===== src/rtl/ps2_host_tx_if.sv =====
// ---------------------------------------------------------------------------
// ps2_host_tx_if
// Bundles the request/status handshake and the PS/2 line signals of the
// PS/2 host transmitter.
//   TX_DATA    : command byte, sampled when a request is accepted
//   TX_START   : one-cycle send request
//   BUSY       : transfer in progress, including the final status-pulse cycle
//   DONE       : byte sent and acknowledged by the device (one-cycle pulse)
//   ACK_ERR    : device did not acknowledge (one-cycle pulse)
//   TIMEOUT    : device stopped clocking (one-cycle pulse)
//   PS2CLK_IN  : raw PS/2 clock line level
//   PS2DATA_IN : raw PS/2 data line level
//   PS2CLK_OE  : 1 pulls the PS/2 clock line low
//   PS2DATA_OE : 1 pulls the PS/2 data line low
// The master modport is the requester/line side; the slave modport is the
// transmitter itself.
// ---------------------------------------------------------------------------
interface ps2_host_tx_if;
  logic [7:0] TX_DATA;
  logic       TX_START;
  logic       BUSY;
  logic       DONE;
  logic       ACK_ERR;
  logic       TIMEOUT;
  logic       PS2CLK_IN;
  logic       PS2DATA_IN;
  logic       PS2CLK_OE;
  logic       PS2DATA_OE;

  modport master (
    output TX_DATA, TX_START, PS2CLK_IN, PS2DATA_IN,
    input  BUSY, DONE, ACK_ERR, TIMEOUT, PS2CLK_OE, PS2DATA_OE
  );

  modport slave (
    input  TX_DATA, TX_START, PS2CLK_IN, PS2DATA_IN,
    output BUSY, DONE, ACK_ERR, TIMEOUT, PS2CLK_OE, PS2DATA_OE
  );
endinterface


===== src/rtl/ps2_host_tx.sv =====
// ---------------------------------------------------------------------------
// ps2_host_tx
// PS/2 host-to-device transmitter. Sends one command byte per request using
// the request-to-send sequence: clock inhibit, start bit, 8 data bits LSB
// first, odd parity, stop bit and device ACK. The PS/2 lines are driven via
// open-drain enables; the pads live outside this block.
// Ports:
//   CLK    : system clock, all state changes on the rising edge
//   ARST_L : asynchronous active-low reset
//   bus    : request/status handshake and PS/2 line signals (slave side)
// Parameters:
//   INHIBIT_CYCLES : cycles the PS/2 clock is held low before the start bit
//   TIMEOUT_CYCLES : cycle budget from start-bit release to ACK completion
// ---------------------------------------------------------------------------
module ps2_host_tx #(
  parameter int INHIBIT_CYCLES = 5000,
  parameter int TIMEOUT_CYCLES = 1000000
) (
  input logic          CLK,
  input logic          ARST_L,
  ps2_host_tx_if.slave bus
);

  // One counter serves both the inhibit interval and the timeout budget.
  localparam int CNT_MAX = (INHIBIT_CYCLES > TIMEOUT_CYCLES) ? INHIBIT_CYCLES : TIMEOUT_CYCLES;
  localparam int CW      = $clog2(CNT_MAX + 1);
  localparam logic [CW-1:0] INH_LAST = CW'(INHIBIT_CYCLES - 1);
  localparam logic [CW-1:0] TO_LAST  = CW'(TIMEOUT_CYCLES - 1);

  typedef enum logic [2:0] {
    S_IDLE,
    S_INHIBIT,
    S_RTS,
    S_SEND,
    S_ACK,
    S_WAIT_IDLE
  } state_t;

  state_t          r_state, w_state;
  logic [CW-1:0]   r_cnt, w_cnt;
  logic [3:0]      r_idx, w_idx;
  logic [7:0]      r_data, w_data;
  logic            r_parity, w_parity;
  logic            r_clkOe, w_clkOe;
  logic            r_dataOe, w_dataOe;
  logic            r_done, w_done;
  logic            r_ackErr, w_ackErr;
  logic            r_timeout, w_timeout;
  logic [1:0]      r_clkSync, r_datSync;
  logic            r_clkPrev;
  logic            w_fall;
  logic            w_busy;
  logic            w_timedOut;

  // A status pulse is registered together with the return to IDLE, so BUSY
  // stays high through the pulse cycle and drops on the cycle after it.
  assign w_busy     = (r_state != S_IDLE) | r_done | r_ackErr | r_timeout;
  assign w_fall     = r_clkPrev & ~r_clkSync[1];
  assign w_timedOut = ((r_state == S_SEND) || (r_state == S_ACK) || (r_state == S_WAIT_IDLE))
                      && (r_cnt == TO_LAST);

  assign bus.BUSY       = w_busy;
  assign bus.DONE       = r_done;
  assign bus.ACK_ERR    = r_ackErr;
  assign bus.TIMEOUT    = r_timeout;
  assign bus.PS2CLK_OE  = r_clkOe;
  assign bus.PS2DATA_OE = r_dataOe;

  // State and datapath registers, plus two-flop line synchronisers preset to
  // the idle (released, high) line level.
  always_ff @(posedge CLK or negedge ARST_L) begin
    if (!ARST_L) begin
      r_state   <= S_IDLE;
      r_cnt     <= '0;
      r_idx     <= '0;
      r_data    <= '0;
      r_parity  <= 1'b0;
      r_clkOe   <= 1'b0;
      r_dataOe  <= 1'b0;
      r_done    <= 1'b0;
      r_ackErr  <= 1'b0;
      r_timeout <= 1'b0;
      r_clkSync <= 2'b11;
      r_datSync <= 2'b11;
      r_clkPrev <= 1'b1;
    end else begin
      r_state   <= w_state;
      r_cnt     <= w_cnt;
      r_idx     <= w_idx;
      r_data    <= w_data;
      r_parity  <= w_parity;
      r_clkOe   <= w_clkOe;
      r_dataOe  <= w_dataOe;
      r_done    <= w_done;
      r_ackErr  <= w_ackErr;
      r_timeout <= w_timeout;
      r_clkSync <= {r_clkSync[0], bus.PS2CLK_IN};
      r_datSync <= {r_datSync[0], bus.PS2DATA_IN};
      r_clkPrev <= r_clkSync[1];
    end
  end

  // Next-state and line-drive logic. Line enables are registered so they
  // only change on the cycle after a decision, never glitching between
  // state encodings. The timeout check is applied last so it overrides a
  // falling edge seen in the same cycle.
  always_comb begin
    w_state   = r_state;
    w_cnt     = r_cnt;
    w_idx     = r_idx;
    w_data    = r_data;
    w_parity  = r_parity;
    w_clkOe   = r_clkOe;
    w_dataOe  = r_dataOe;
    w_done    = 1'b0;
    w_ackErr  = 1'b0;
    w_timeout = 1'b0;

    case (r_state)
      S_IDLE: begin
        w_clkOe  = 1'b0;
        w_dataOe = 1'b0;
        w_cnt    = '0;
        if (bus.TX_START && !w_busy) begin
          w_data   = bus.TX_DATA;
          w_parity = ~^bus.TX_DATA;
          w_clkOe  = 1'b1;
          w_state  = S_INHIBIT;
        end
      end
      S_INHIBIT: begin
        if (r_cnt == INH_LAST) begin
          w_dataOe = 1'b1;
          w_state  = S_RTS;
        end else begin
          w_cnt = r_cnt + 1'b1;
        end
      end
      S_RTS: begin
        w_clkOe = 1'b0;
        w_cnt   = '0;
        w_idx   = '0;
        w_state = S_SEND;
      end
      S_SEND: begin
        w_cnt = r_cnt + 1'b1;
        if (w_fall) begin
          w_idx = r_idx + 1'b1;
          if (r_idx < 4'd8) begin
            w_dataOe = ~r_data[r_idx[2:0]];
          end else if (r_idx == 4'd8) begin
            w_dataOe = ~r_parity;
          end else begin
            w_dataOe = 1'b0;
            w_state  = S_ACK;
          end
        end
      end
      S_ACK: begin
        w_cnt = r_cnt + 1'b1;
        if (w_fall) begin
          if (!r_datSync[1]) begin
            w_state = S_WAIT_IDLE;
          end else begin
            w_ackErr = 1'b1;
            w_state  = S_IDLE;
          end
        end
      end
      S_WAIT_IDLE: begin
        w_cnt = r_cnt + 1'b1;
        if (r_clkSync[1] && r_datSync[1]) begin
          w_done  = 1'b1;
          w_state = S_IDLE;
        end
      end
      default: begin
        w_clkOe  = 1'b0;
        w_dataOe = 1'b0;
        w_state  = S_IDLE;
      end
    endcase

    if (w_timedOut) begin
      w_clkOe   = 1'b0;
      w_dataOe  = 1'b0;
      w_done    = 1'b0;
      w_ackErr  = 1'b0;
      w_timeout = 1'b1;
      w_state   = S_IDLE;
    end
  end

endmodule


===== src/flat_wrapper.sv =====
// flat-port wrapper written by rule: the top's interface ports become plain ports
module ps2_host_tx_flat 
#(
  parameter int INHIBIT_CYCLES = 5000,
  parameter int TIMEOUT_CYCLES = 1000000
)
  (CLK, ARST_L, bus_TX_DATA, bus_TX_START, bus_PS2CLK_IN, bus_PS2DATA_IN, bus_BUSY, bus_DONE, bus_ACK_ERR, bus_TIMEOUT, bus_PS2CLK_OE, bus_PS2DATA_OE);
  ps2_host_tx_if bus_i ();
  input logic CLK;
  input logic ARST_L;
  input wire logic [$bits(bus_i.TX_DATA)-1:0] bus_TX_DATA;
  input wire logic [$bits(bus_i.TX_START)-1:0] bus_TX_START;
  input wire logic [$bits(bus_i.PS2CLK_IN)-1:0] bus_PS2CLK_IN;
  input wire logic [$bits(bus_i.PS2DATA_IN)-1:0] bus_PS2DATA_IN;
  output wire logic [$bits(bus_i.BUSY)-1:0] bus_BUSY;
  output wire logic [$bits(bus_i.DONE)-1:0] bus_DONE;
  output wire logic [$bits(bus_i.ACK_ERR)-1:0] bus_ACK_ERR;
  output wire logic [$bits(bus_i.TIMEOUT)-1:0] bus_TIMEOUT;
  output wire logic [$bits(bus_i.PS2CLK_OE)-1:0] bus_PS2CLK_OE;
  output wire logic [$bits(bus_i.PS2DATA_OE)-1:0] bus_PS2DATA_OE;
  assign bus_i.TX_DATA = bus_TX_DATA;
  assign bus_i.TX_START = bus_TX_START;
  assign bus_i.PS2CLK_IN = bus_PS2CLK_IN;
  assign bus_i.PS2DATA_IN = bus_PS2DATA_IN;
  assign bus_BUSY = bus_i.BUSY;
  assign bus_DONE = bus_i.DONE;
  assign bus_ACK_ERR = bus_i.ACK_ERR;
  assign bus_TIMEOUT = bus_i.TIMEOUT;
  assign bus_PS2CLK_OE = bus_i.PS2CLK_OE;
  assign bus_PS2DATA_OE = bus_i.PS2DATA_OE;
  ps2_host_tx #(.INHIBIT_CYCLES(INHIBIT_CYCLES), .TIMEOUT_CYCLES(TIMEOUT_CYCLES)) u_core (.CLK(CLK), .ARST_L(ARST_L), .bus(bus_i));
endmodule

===== config.mk =====
export PLATFORM = sky130hd
export DESIGN_NAME = ps2_host_tx_flat
export DESIGN_NICKNAME = d
export VERILOG_FILES = /design/src/rtl/ps2_host_tx_if.sv /design/src/rtl/ps2_host_tx.sv /design/src/flat_wrapper.sv
export SDC_FILE = /design/constraint.sdc
export NUM_CORES = 1
export LEC_CHECK = 0
export ABC_AREA = 0
export CORE_MARGIN = 3
export CORE_UTILIZATION = 27
export CTS_CLUSTER_SIZE = 10
export DETAILED_ROUTE_END_ITERATION = 10
export PLACE_DENSITY = 0.52
export SLEW_MARGIN = 20
export SYNTH_ARGS = -nofsm -noshare
export SYNTH_HDL_FRONTEND = slang
export SYNTH_SLANG_ARGS = --single-unit

===== constraint.sdc =====
create_clock -name CLK -period 2.39 [get_ports CLK]
set_clock_uncertainty 0.15 [all_clocks]
set_input_delay 0.239 -clock CLK [delete_from_list [all_inputs] [get_ports CLK]]
set_output_delay 0.239 -clock CLK [all_outputs]
set_load 0.02 [all_outputs]

# --- After elaboration in Yosys (flattened, before gate mapping) ---
# Cells that the tools add are included.
classes:
  addsub: 2
  order_cmp: 2
  eq_ne: 19
  mux: 33
  bitwise: 7
  reduce_logical: 20
ops:
  columns: ["cell", "n"]
  rows:
  - ["20-bit case mux with 3 select lines", 1]
  - ["3-bit two-way mux", 9]
  - ["20-bit by 1-bit adder with 20-bit output, second input constant", 1]
  - ["20-bit by 13-bit == test with 1-bit output, second input constant", 1]
  - ["20-bit == test, second input constant", 1]
  - ["20-bit two-way mux", 1]
  - ["3-bit case mux with 6 select lines", 1]
  - ["1-bit two-way mux", 16]
  - ["3-bit by 1-bit inequality test with 1-bit output, second input constant", 4]
  - ["3-bit by 2-bit inequality test with 1-bit output, second input constant", 3]
  - ["4-bit case mux with 2 select lines", 1]
  - ["8-bit XNOR reduction", 1]
  - ["7-bit AND reduction", 1]
  - ["3-bit by 2-bit == test with 1-bit output, second input constant", 2]
  - ["3-bit == test, second input constant", 2]
  - ["2-bit by 1-bit inequality test with 1-bit output, second input constant", 3]
  - ["2-bit AND reduction", 3]
  - ["3-bit nonzero test", 2]
  - ["3-bit OR reduction", 2]
  - ["4-bit by 1-bit adder with 4-bit output, second input constant", 1]
  - ["4-bit == test, second input constant", 1]
  - ["3-bit by 4-bit less-than comparator with 1-bit output, second input constant", 1]
  - ["4-bit less-than comparator, second input constant", 1]
  - ["4-bit two-way mux", 1]
  - ["other kinds (16)", 23]
word_totals:
  regBits: 46
  input_bits: 13
  elab_cells: 96

# --- Logic depth before layout (Yosys ltp) ---
# Gate-level depths: netlist of run 1.
logic_depth:
  word_depth: 9
  depth_mapped: 8
  depth_no_buf: 6

# --- Worst setup path after synthesis of run 1 ---
# Ideal clock, no wire load.
synth_timing:
  path_type: "register to register"
  startpoint: "register u_core.r_cnt[0]"
  endpoint: "register u_core.r_cnt[0]"
  arrival_time_ns: 1.850
  t_required_ns: 2.122
  slack_ns: 0.272
  stages_incl_launch_ff: 9
  n_path_buf: 2
  synth_period_minus_slack_ns: 2.118
  path_cell_list: "dfrtp_1 ha_1 and2_1 nand4_2 o41ai_4 buf_6 buf_12 nor3_1 a21o_1"
synth_via:
  elab_chain_len: 3
  elab_cells_between_ends: 6
  classes_between: "1 x add/sub; 2 x eq/ne; 2 x mux; 1 x reduce/logical"
synth_lines:
  columns: ["item", "line_no", "rtl"]
  rows:
  - ["start: declaration", "ps2_host_tx.sv:40", "logic [CW-1:0] r_cnt, w_cnt;"]
  - ["start signal: assignment", "ps2_host_tx.sv:88", "r_cnt <= w_cnt;"]
  - ["20-bit by 1-bit adder with 20-bit output / 20-bit by 13-bit == test with 1-bit output (equally long branches)", null, null]
  - ["20-bit two-way mux / 2-bit inequality test (equally long branches)", null, null]
  - ["20-bit case mux with 3 select lines / 2-bit AND reduction (equally long branches)", null, null]
# Parallel ways exist; a longest one is shown, timed or not. The select of a mux whose other input is x is not followed.
# A chain may end at the register's enable or synchronous reset.

# --- Worst setup path after layout of run 1 ---
layout_timing:
  startpoint: "register u_core.r_state[2]"
  endpoint: "output port bus_BUSY"
layout_via:
  elab_chain_len: 4
layout_lines:
  columns: ["item", "line_no", "rtl"]
  rows:
  - ["start: declaration", "ps2_host_tx.sv:39", "state_t r_state, w_state;"]
  - ["start signal: assignment", "ps2_host_tx.sv:87", "r_state <= w_state;"]
  - ["3-bit nonzero test", "ps2_host_tx.sv:57", "assign w_busy = (r_state != S_IDLE) | r_done | r_ackErr | r_timeout;"]
  - ["1-bit OR (3 in a row)", "ps2_host_tx.sv:57", null]
  - ["end: declaration", "flat_wrapper.sv:15", "output wire logic [$bits(bus_i.BUSY)-1:0] bus_BUSY;"]
# No other way between the ends.

==> key figures, run 1 <==
GRT
  • Largest net degree at the start of global routing: 47
  • GRT Total Usage: approximately 11%
  • GR Overflow Total: 0
  • Vias in the first global route: 1895
  • First-pass GRT wire length: approximately 9500 um
  • Initial antenna violation count: 0

Routing
  • # DRC: 0
  • Vias/cell: 5.18
  • Total Routed Length: ~5500 um
  • Final ANT Viol Nets: 0
  • Drt wl/cell: between 10 and 15 um
  • Vias: between 2000 and 2500
  • DRT Pass-1 Iters: 4
  • Initial drt markers: between 80 and 90

Clock network
  • Num CTS Buffers: 5
  • Root Buffer: clkbuf_8
  • Clock transition at the registers of the reported paths: 0.09 ns
  • Total clock sinks: 46
  • H-tree levels: 2
  • Latest clock arrival within the worst-skew pair: roughly 0.30 ns
  • CTS tree: done
  • Post-CTS Setup Bufs: 0
  • CTS max path bufs: 2

Power and ir drop
  • Pwr Total: 1.88 mW
  • Maximum VDD drop: around 300 uV
  • Pwr/cell area: slightly above 600 nW/um^2
  • Leakage power: approximately 1.2 nW

STA
  • RSZ-0062 raised after global routing: false
  • Setup violators final: 0
  • Relative max-transition margin: about three fifths
  • Least-Margin Pin Slew: around 0.60 ns
  • Final hold violation count: 0
  • Setup TNS: 0 ns
  • Crit path time final: around 2.3 ns
  • FMAX: 442 MHz
  • Final cycle utilization of the critical path: 94.6%
  • Pins Over Slew Limit: 0

Final layout
  • Nets: roughly 300
  • Final Non-Filler Cells: 390
  • Area Overhead vs Synth: 19.5%
  • Fill cell count: 932
  • Antenna Cells: 0
  • Layout cell share with drive strength beyond 1: 22.7%

Yosys
  • Distinct cells, synth: 59
  • FF+latch count, synth: 46
  • Most used DFF post-synth: dfrtp_1
  • Avg Inst Size Synth: roughly 10 sq um
  • Post-Syn Area: about 2600 sq um
  • Ys async rst share: 100%
  • Mapped Cells: 250
  • Synth warn: 0
  • Syn Nets: 265
  • Sequential-to-total area share from yosys stat: approximately 45%
  • Number of synthesized flops with an enable pin: 0

Critical path
  • CP max stage cell: clkdlybuf4s50_1
  • Critical Path End Type: output pin
  • Arr. time, crit path: around 1.9 ns
  • Worst EP required: 2.00 ns
  • Max incr delay on CP: approximately 0.54 ns
  • CP Cell Sequence: or2_2 -> nor2_1 -> nand2_1 -> clkdlybuf4s50_1
  • Peak fanout along the critical path: 13
  • Critical path class: reg2out
  • Critical Path Source Type: register

Floorplanning
  • Die ar.: 10700 sq um
  • Core Area: 8930 sq um
  • Die Wd: between 100 and 150 um
  • Io pins: 19
  • Die Y: 103 um
  • Initial Utilization: 28.6%
  • Row cnt: 34

Placed design
  • GPL Wtd Cong: between 0.7 and 0.8
  • Placed cells: around 380
  • Port bufs: 18
  • Final HPWL DP: between 3000 and 4000 um

Run status
  • Status: completed

Flow run
  • Max-Cap Viols: 0

Worst hold path
  • Min-Delay Path Class: in2reg
metrics by stage:
stage / setup WS, ns / hold WS (ns) / utilization (%) / area, sq um
after floorplan: 0.272 / -0.207 / - / 2550
after global placement: 0.203 / 0.195 / 32.8 / 2930
after detailed placement: 0.178 / 0.197 / 32.8 / 2930
after CTS: 0.0785 / 0.173 / 34.2 / 3050
after global routing: 0.0230 / 0.161 / 34.2 / 3050
final: 0.130 / 0.184 / 34.2 / 3050
final cells by class:
cell class	instances	area (sq um)	share of cell area, %
well taps	108	135	4.42
multi-input cells	188	1310	43.0
inverters	6	22.5	0.737
clock buffers	5	68.8	2.25
clock inverters	3	45.0	1.47
repair buffers	34	310	10.2
flip-flops and latches	46	1160	38.0
cells by family (layout without fill, tap and decap cells):
| logic type | count (synthesis) | after routing | synth area share, % |
|---|---|---|---|
| flops | 46 | 46 | 45.3 |
| fa+ha+maj | 2 | 2 | 0.979 |
| xor+xnor | 13 | 13 | 4.46 |
| simple gates | 102 | 102 | 23.6 |
| mux | 14 | 14 | 6.37 |
| compound gates | 57 | 57 | 16.0 |
| buf+inv | 16 | 48 | 3.33 |
final timing paths:
path                                                    start                       endpoint  slack (ns)  cells after the start
worst max-delay path            u_core.r_state[2]$_DFFE_PN0P_                       bus_BUSY        0.13                      4
worst min-delay path                           bus_PS2DATA_IN  u_core.r_datSync[0]$_DFF_PN1_        0.18                      1
worst max register to register    u_core.r_cnt[0]$_DFFE_PN0P_    u_core.r_cnt[9]$_DFFE_PN0P_        0.17                      7
worst min register to register  u_core.r_datSync[0]$_DFF_PN1_  u_core.r_datSync[1]$_DFF_PN1_        0.21                      0
max in group asynchronous                              ARST_L  u_core.r_state[2]$_DFFE_PN0P_        1.23                      3
min in group asynchronous                              ARST_L   u_core.r_cnt[17]$_DFFE_PN0P_        0.41                      3
state kept, by name (all words and copies together) (netlist names), 2 cells and up:
register and flops:
u_core.r_state 3, u_core.r_clkSync 2, u_core.r_data 8, u_core.r_idx 4, u_core.r_cnt 20, u_core.r_datSync 2
cell usage in the layout, fill, tap and decap left out, drive strengths merged, types with 6 or more instances in the layout:
cell type,n
a21oi,18
dfrtp,41
nand4,6
buf,16
nor3,9
or4,6
mux2,8
or3,10
nand3,13
xnor2,11
clkdlybuf4s50,17
o21ai,14
nand2,21
nor2,15
o31ai,8
inv,6
worst max-delay path, delay by kind of cell (launching register included):
kind | cells | cell delay (ns)
simple gates | 3 | 0.54
buf+inv | 1 | 0.54
flops | 1 | 0.50
timing repair:
item | CTS | global route
hold endpoints to repair | 41 | 0
hold buffers | 1 | 0
setup endpoints to repair | 0 | 1
gates resized for setup | 0 | 2
power by group:
| group | switching (mW) | internal (mW) | total (mW) | leakage [nW] |
|---|---|---|---|---|
| Sequential | 0.0931 | 0.876 | 0.970 | 0.588 |
| Combinational | 0.154 | 0.172 | 0.326 | 0.543 |
| Clock | 0.275 | 0.311 | 0.586 | 0.0504 |
| Total | 0.522 | 1.36 | 1.88 | 1.18 |
layer usage:
layer / vias to the layer above / global-route usage [%] / routed length [um]
met5: - / 0 / 0
met4: 0 / 3.59 / 90
met3: 8 / 2.01 / 127
met2: 25 / 16.6 / 2450
met1: 997 / 16.2 / 2830
li1: 992 / - / -
cells in the mapped netlist (2+ instances only):
library cell	count	area (sq um)
dfrtp_1	41	1030
nand2_1	21	78.8
nor2_1	14	52.6
a21oi_1	13	65.1
nand3_1	13	65.1
xnor2_1	11	96.3
o21ai_0	9	45.0
mux2_2	8	90.1
nor3_1	8	40.0
clkbuf_1	7	26.3
o31ai_1	7	52.6
or3_1	7	43.8
inv_1	6	22.5
a21oi_2	5	43.8
dfstp_2	5	131
mux2i_1	5	50.1
nand4_1	4	25.0
o21ai_1	4	20.0
or4_1	4	30.0
a21o_1	3	22.5
nand2b_1	3	18.8
nor2b_1	3	18.8
nor4_1	3	18.8
nor4b_1	3	26.3
or3_2	3	22.5
ha_1	2	25.0
o211ai_1	2	15.0
o21bai_1	2	15.0
or2_2	2	12.5
or4_2	2	17.5
xor2_1	2	17.5
(Power assumes the default switching activity.)
==> run 2, diff against run 1 <==
--- a/config.mk
+++ b/config.mk
@@ -7,10 +7,10 @@
 export LEC_CHECK = 0
 export ABC_AREA = 0
 export CORE_MARGIN = 3
-export CORE_UTILIZATION = 27
+export CORE_UTILIZATION = 63
 export CTS_CLUSTER_SIZE = 10
 export DETAILED_ROUTE_END_ITERATION = 10
-export PLACE_DENSITY = 0.52
+export PLACE_DENSITY = 0.94
 export SLEW_MARGIN = 20
 export SYNTH_ARGS = -nofsm -noshare
 export SYNTH_HDL_FRONTEND = slang
==> constraint.sdc (replaced) <==
create_clock -name CLK -period 2.8 [get_ports CLK]
set_clock_uncertainty 0.15 [all_clocks]
set_input_delay 0.28 -clock CLK [delete_from_list [all_inputs] [get_ports CLK]]
set_output_delay 0.28 -clock CLK [all_outputs]
set_load 0.02 [all_outputs]
==> run 2 against run 1 <==
Register-to-register slack gained 0.17 ns. Via count rose by 1.8%. Clock power is 11% lower. Sequential power fell by 13%. Wire length down 3.2%. Die area shrank 54%. Final area shrank 4.9%. Global-route usage grew 12 points. Clock-buffer cell count grew 2. Critical path type unchanged. Sequential cell count unchanged.
==> key figures, run 2 (same netlist as run 1, synthesis figures left out) <==
Floorplanning
  • Initial Utilization: between 60% and 70%
  • Die Y: 69.7 um
  • Io pins: 19
  • Die Wd: between 60 and 70 um
  • Row cnt: 22
  • Die ar.: around 4900 sq um
  • Core Area: around 3800 sq um

STA
  • Setup TNS: 0 ns
  • FMAX: 395 MHz
  • Crit path time final: approximately 2.5 ns
  • Final hold violation count: 0
  • Worst Slack Setup Final: approximately 0.27 ns
  • Final cycle utilization of the critical path: 90.4%
  • Least-Margin Pin Slew: roughly 0.54 ns
  • Pins Over Slew Limit: 0
  • Setup violators final: 0
  • RSZ-0062 raised after global routing: false
  • Hold slack final: around 0.21 ns
  • Relative max-transition margin: approximately 64%

Placed design
  • Placement Setup Slack: 0.430 ns
  • Port bufs: 18
  • GPL Wtd Cong: ~0.87
  • Final HPWL DP: ~3800 um
  • Placed cell areas: between 2000 and 3000 sq um

Routing
  • Vias/cell: 6.43
  • Vias: ~2100
  • Total Routed Length: between 5000 and 6000 um
  • Initial drt markers: between 100 and 150
  • # DRC: 0
  • Drt wl/cell: between 15 and 20 um
  • Final ANT Viol Nets: 0
  • DRT Pass-1 Iters: 5

Clock network
  • Clock transition at the registers of the reported paths: roughly 0.08 ns
  • Root Buffer: clkbuf_8
  • Total clock sinks: 46
  • Latest clock arrival within the worst-skew pair: slightly above 0.3 ns
  • H-tree levels: 2
  • CTS tree: done
  • Post-CTS Setup Bufs: 0
  • CTS max path bufs: 2
  • Num CTS Buffers: 5

Critical path
  • Critical Path End Type: output pin
  • Critical path's top delay family: simple AND/OR/NAND/NOR gates
  • Worst EP required: ~2.4 ns
  • FF-to-FF path depth: 7
  • Max incr delay on CP: 0.55 ns
  • Peak fanout along the critical path: 14
  • Critical Path Source Type: register
  • Worst path bufs/invs: 1
  • CP Cell Sequence: or2_2 -> nor2_1 -> nand2_1 -> clkdlybuf4s50_1
  • CP Depth: 4
  • CP max stage cell: clkdlybuf4s50_1
  • Critical path class: reg2out
  • Arr. time, crit path: roughly 2.1 ns

Final layout
  • Fill cell count: about 230
  • Layout cell share with drive strength beyond 1: between 10% and 20%
  • Commonest non-fill, non-tap cell in the layout: dfrtp_1
  • Largest reg by FF count: u_core.r_cnt
  • Antenna Cells: 0
  • Biggest regs: u_core.r_cnt: 20 flops, u_core.r_data: 8 flops, u_core.r_idx: 4 flops
  • Nets: 286
  • Max reg flops: 20
  • Most frequent cells in the layout: dfrtp_1 (41), nand2_1 (21), clkdlybuf4s50_1 (17)
  • Post-route design area: around 2900 sq um
  • Area Overhead vs Synth: 13.7%

GRT
  • Vias in the first global route: 1915
  • First-pass GRT wire length: 9090 um
  • Initial antenna violation count: 0
  • GRT Total Usage: a little under a quarter
  • GR Overflow Total: 0
  • Largest net degree at the start of global routing: 47

Worst hold path
  • WHS Path Cells: 0
  • Min-Delay Path Class: reg2reg

Power and ir drop
  • Maximum VDD drop: ~410 uV
  • Leakage power: 1.14 nW
  • Pwr/cell area: between 500 and 600 nW/um^2

Flow run
  • Max-Cap Viols: 0

Run status
  • Status: completed
[run 2: layout make-up]
type / count / area [sq um] / area share, %
well taps: 48 / 60.1 / 2.07
inverters: 6 / 22.5 / 0.776
clock buffers: 7 / 86.3 / 2.97
repair buffers: 24 / 235 / 8.10
flip-flops and latches: 46 / 1160 / 39.9
clock inverters: 1 / 30.0 / 1.03
multi-input cells: 188 / 1310 / 45.2
[run 2: worst register-to-register path, stage by stage, from the launching register on]
cell,delay [ns]
dfrtp_1,0.49
ha_1,0.27
and2_1,0.22
nand4_2,0.20
o41ai_4,0.55
buf_4,0.26
nor3_1,0.06
a21o_1,0.17
[run 2: power by group]
| part | internal, mW | total [mW] | switching (mW) | leakage [nW] |
|---|---|---|---|---|
| combinational | 0.130 | 0.244 | 0.114 | 0.495 |
| sequential | 0.748 | 0.847 | 0.0992 | 0.590 |
| clock | 0.291 | 0.520 | 0.229 | 0.0585 |
[run 2: per-stage QoR]
| stage | cells | utilization, % | power, mW |
|---|---|---|---|
| after detailed placement | 310 | 73.1 | 1.09 |
| after floorplan | 250 | - | 1.00 |
| after global placement | 310 | 73.1 | 1.07 |
| after CTS | 318 | 76.2 | 1.60 |
| after global routing | 320 | 77.0 | 1.68 |
| final | 320 | 77.0 | 1.61 |
[run 2: final timing paths]
| kind | from | endpoint | slack (ns) |
|---|---|---|---|
| worst min-delay path | u_core.r_datSync[0]$_DFF_PN1_ | u_core.r_datSync[1]$_DFF_PN1_ | 0.21 |
| max in group asynchronous | ARST_L | u_core.r_clkSync[1]$_DFF_PN1_ | 1.63 |
| worst max register to register | u_core.r_cnt[0]$_DFFE_PN0P_ | u_core.r_cnt[0]$_DFFE_PN0P_ | 0.34 |
| worst max-delay path | u_core.r_state[0]$_DFFE_PN0P_ | bus_BUSY | 0.27 |
| worst min register to register | u_core.r_datSync[0]$_DFF_PN1_ | u_core.r_datSync[1]$_DFF_PN1_ | 0.21 |
| min in group asynchronous | ARST_L | u_core.r_cnt[10]$_DFFE_PN0P_ | 0.29 |
[run 2: what timing repair did]
| item | in CTS | in global routing |
|---|---|---|
| hold endpoints to repair | 0 | 17 |
| endpoints found under the setup margin | 0 | 0 |
| hold buffers | 0 | 1 |
| gates resized for setup | 0 | 0 |
[run 2: metal layers]
| layer | share of wire (%) | GRT usage [%] | up-vias |
|---|---|---|---|
| met1 | 45 | 31.8 | 1023 |
| met4 | 1.4 | 7.23 | 0 |
| li1 | - | - | 970 |
| met2 | 49 | 37.4 | 55 |
| met5 | 0 | 0 | - |
| met3 | 4.5 | 4.78 | 11 |
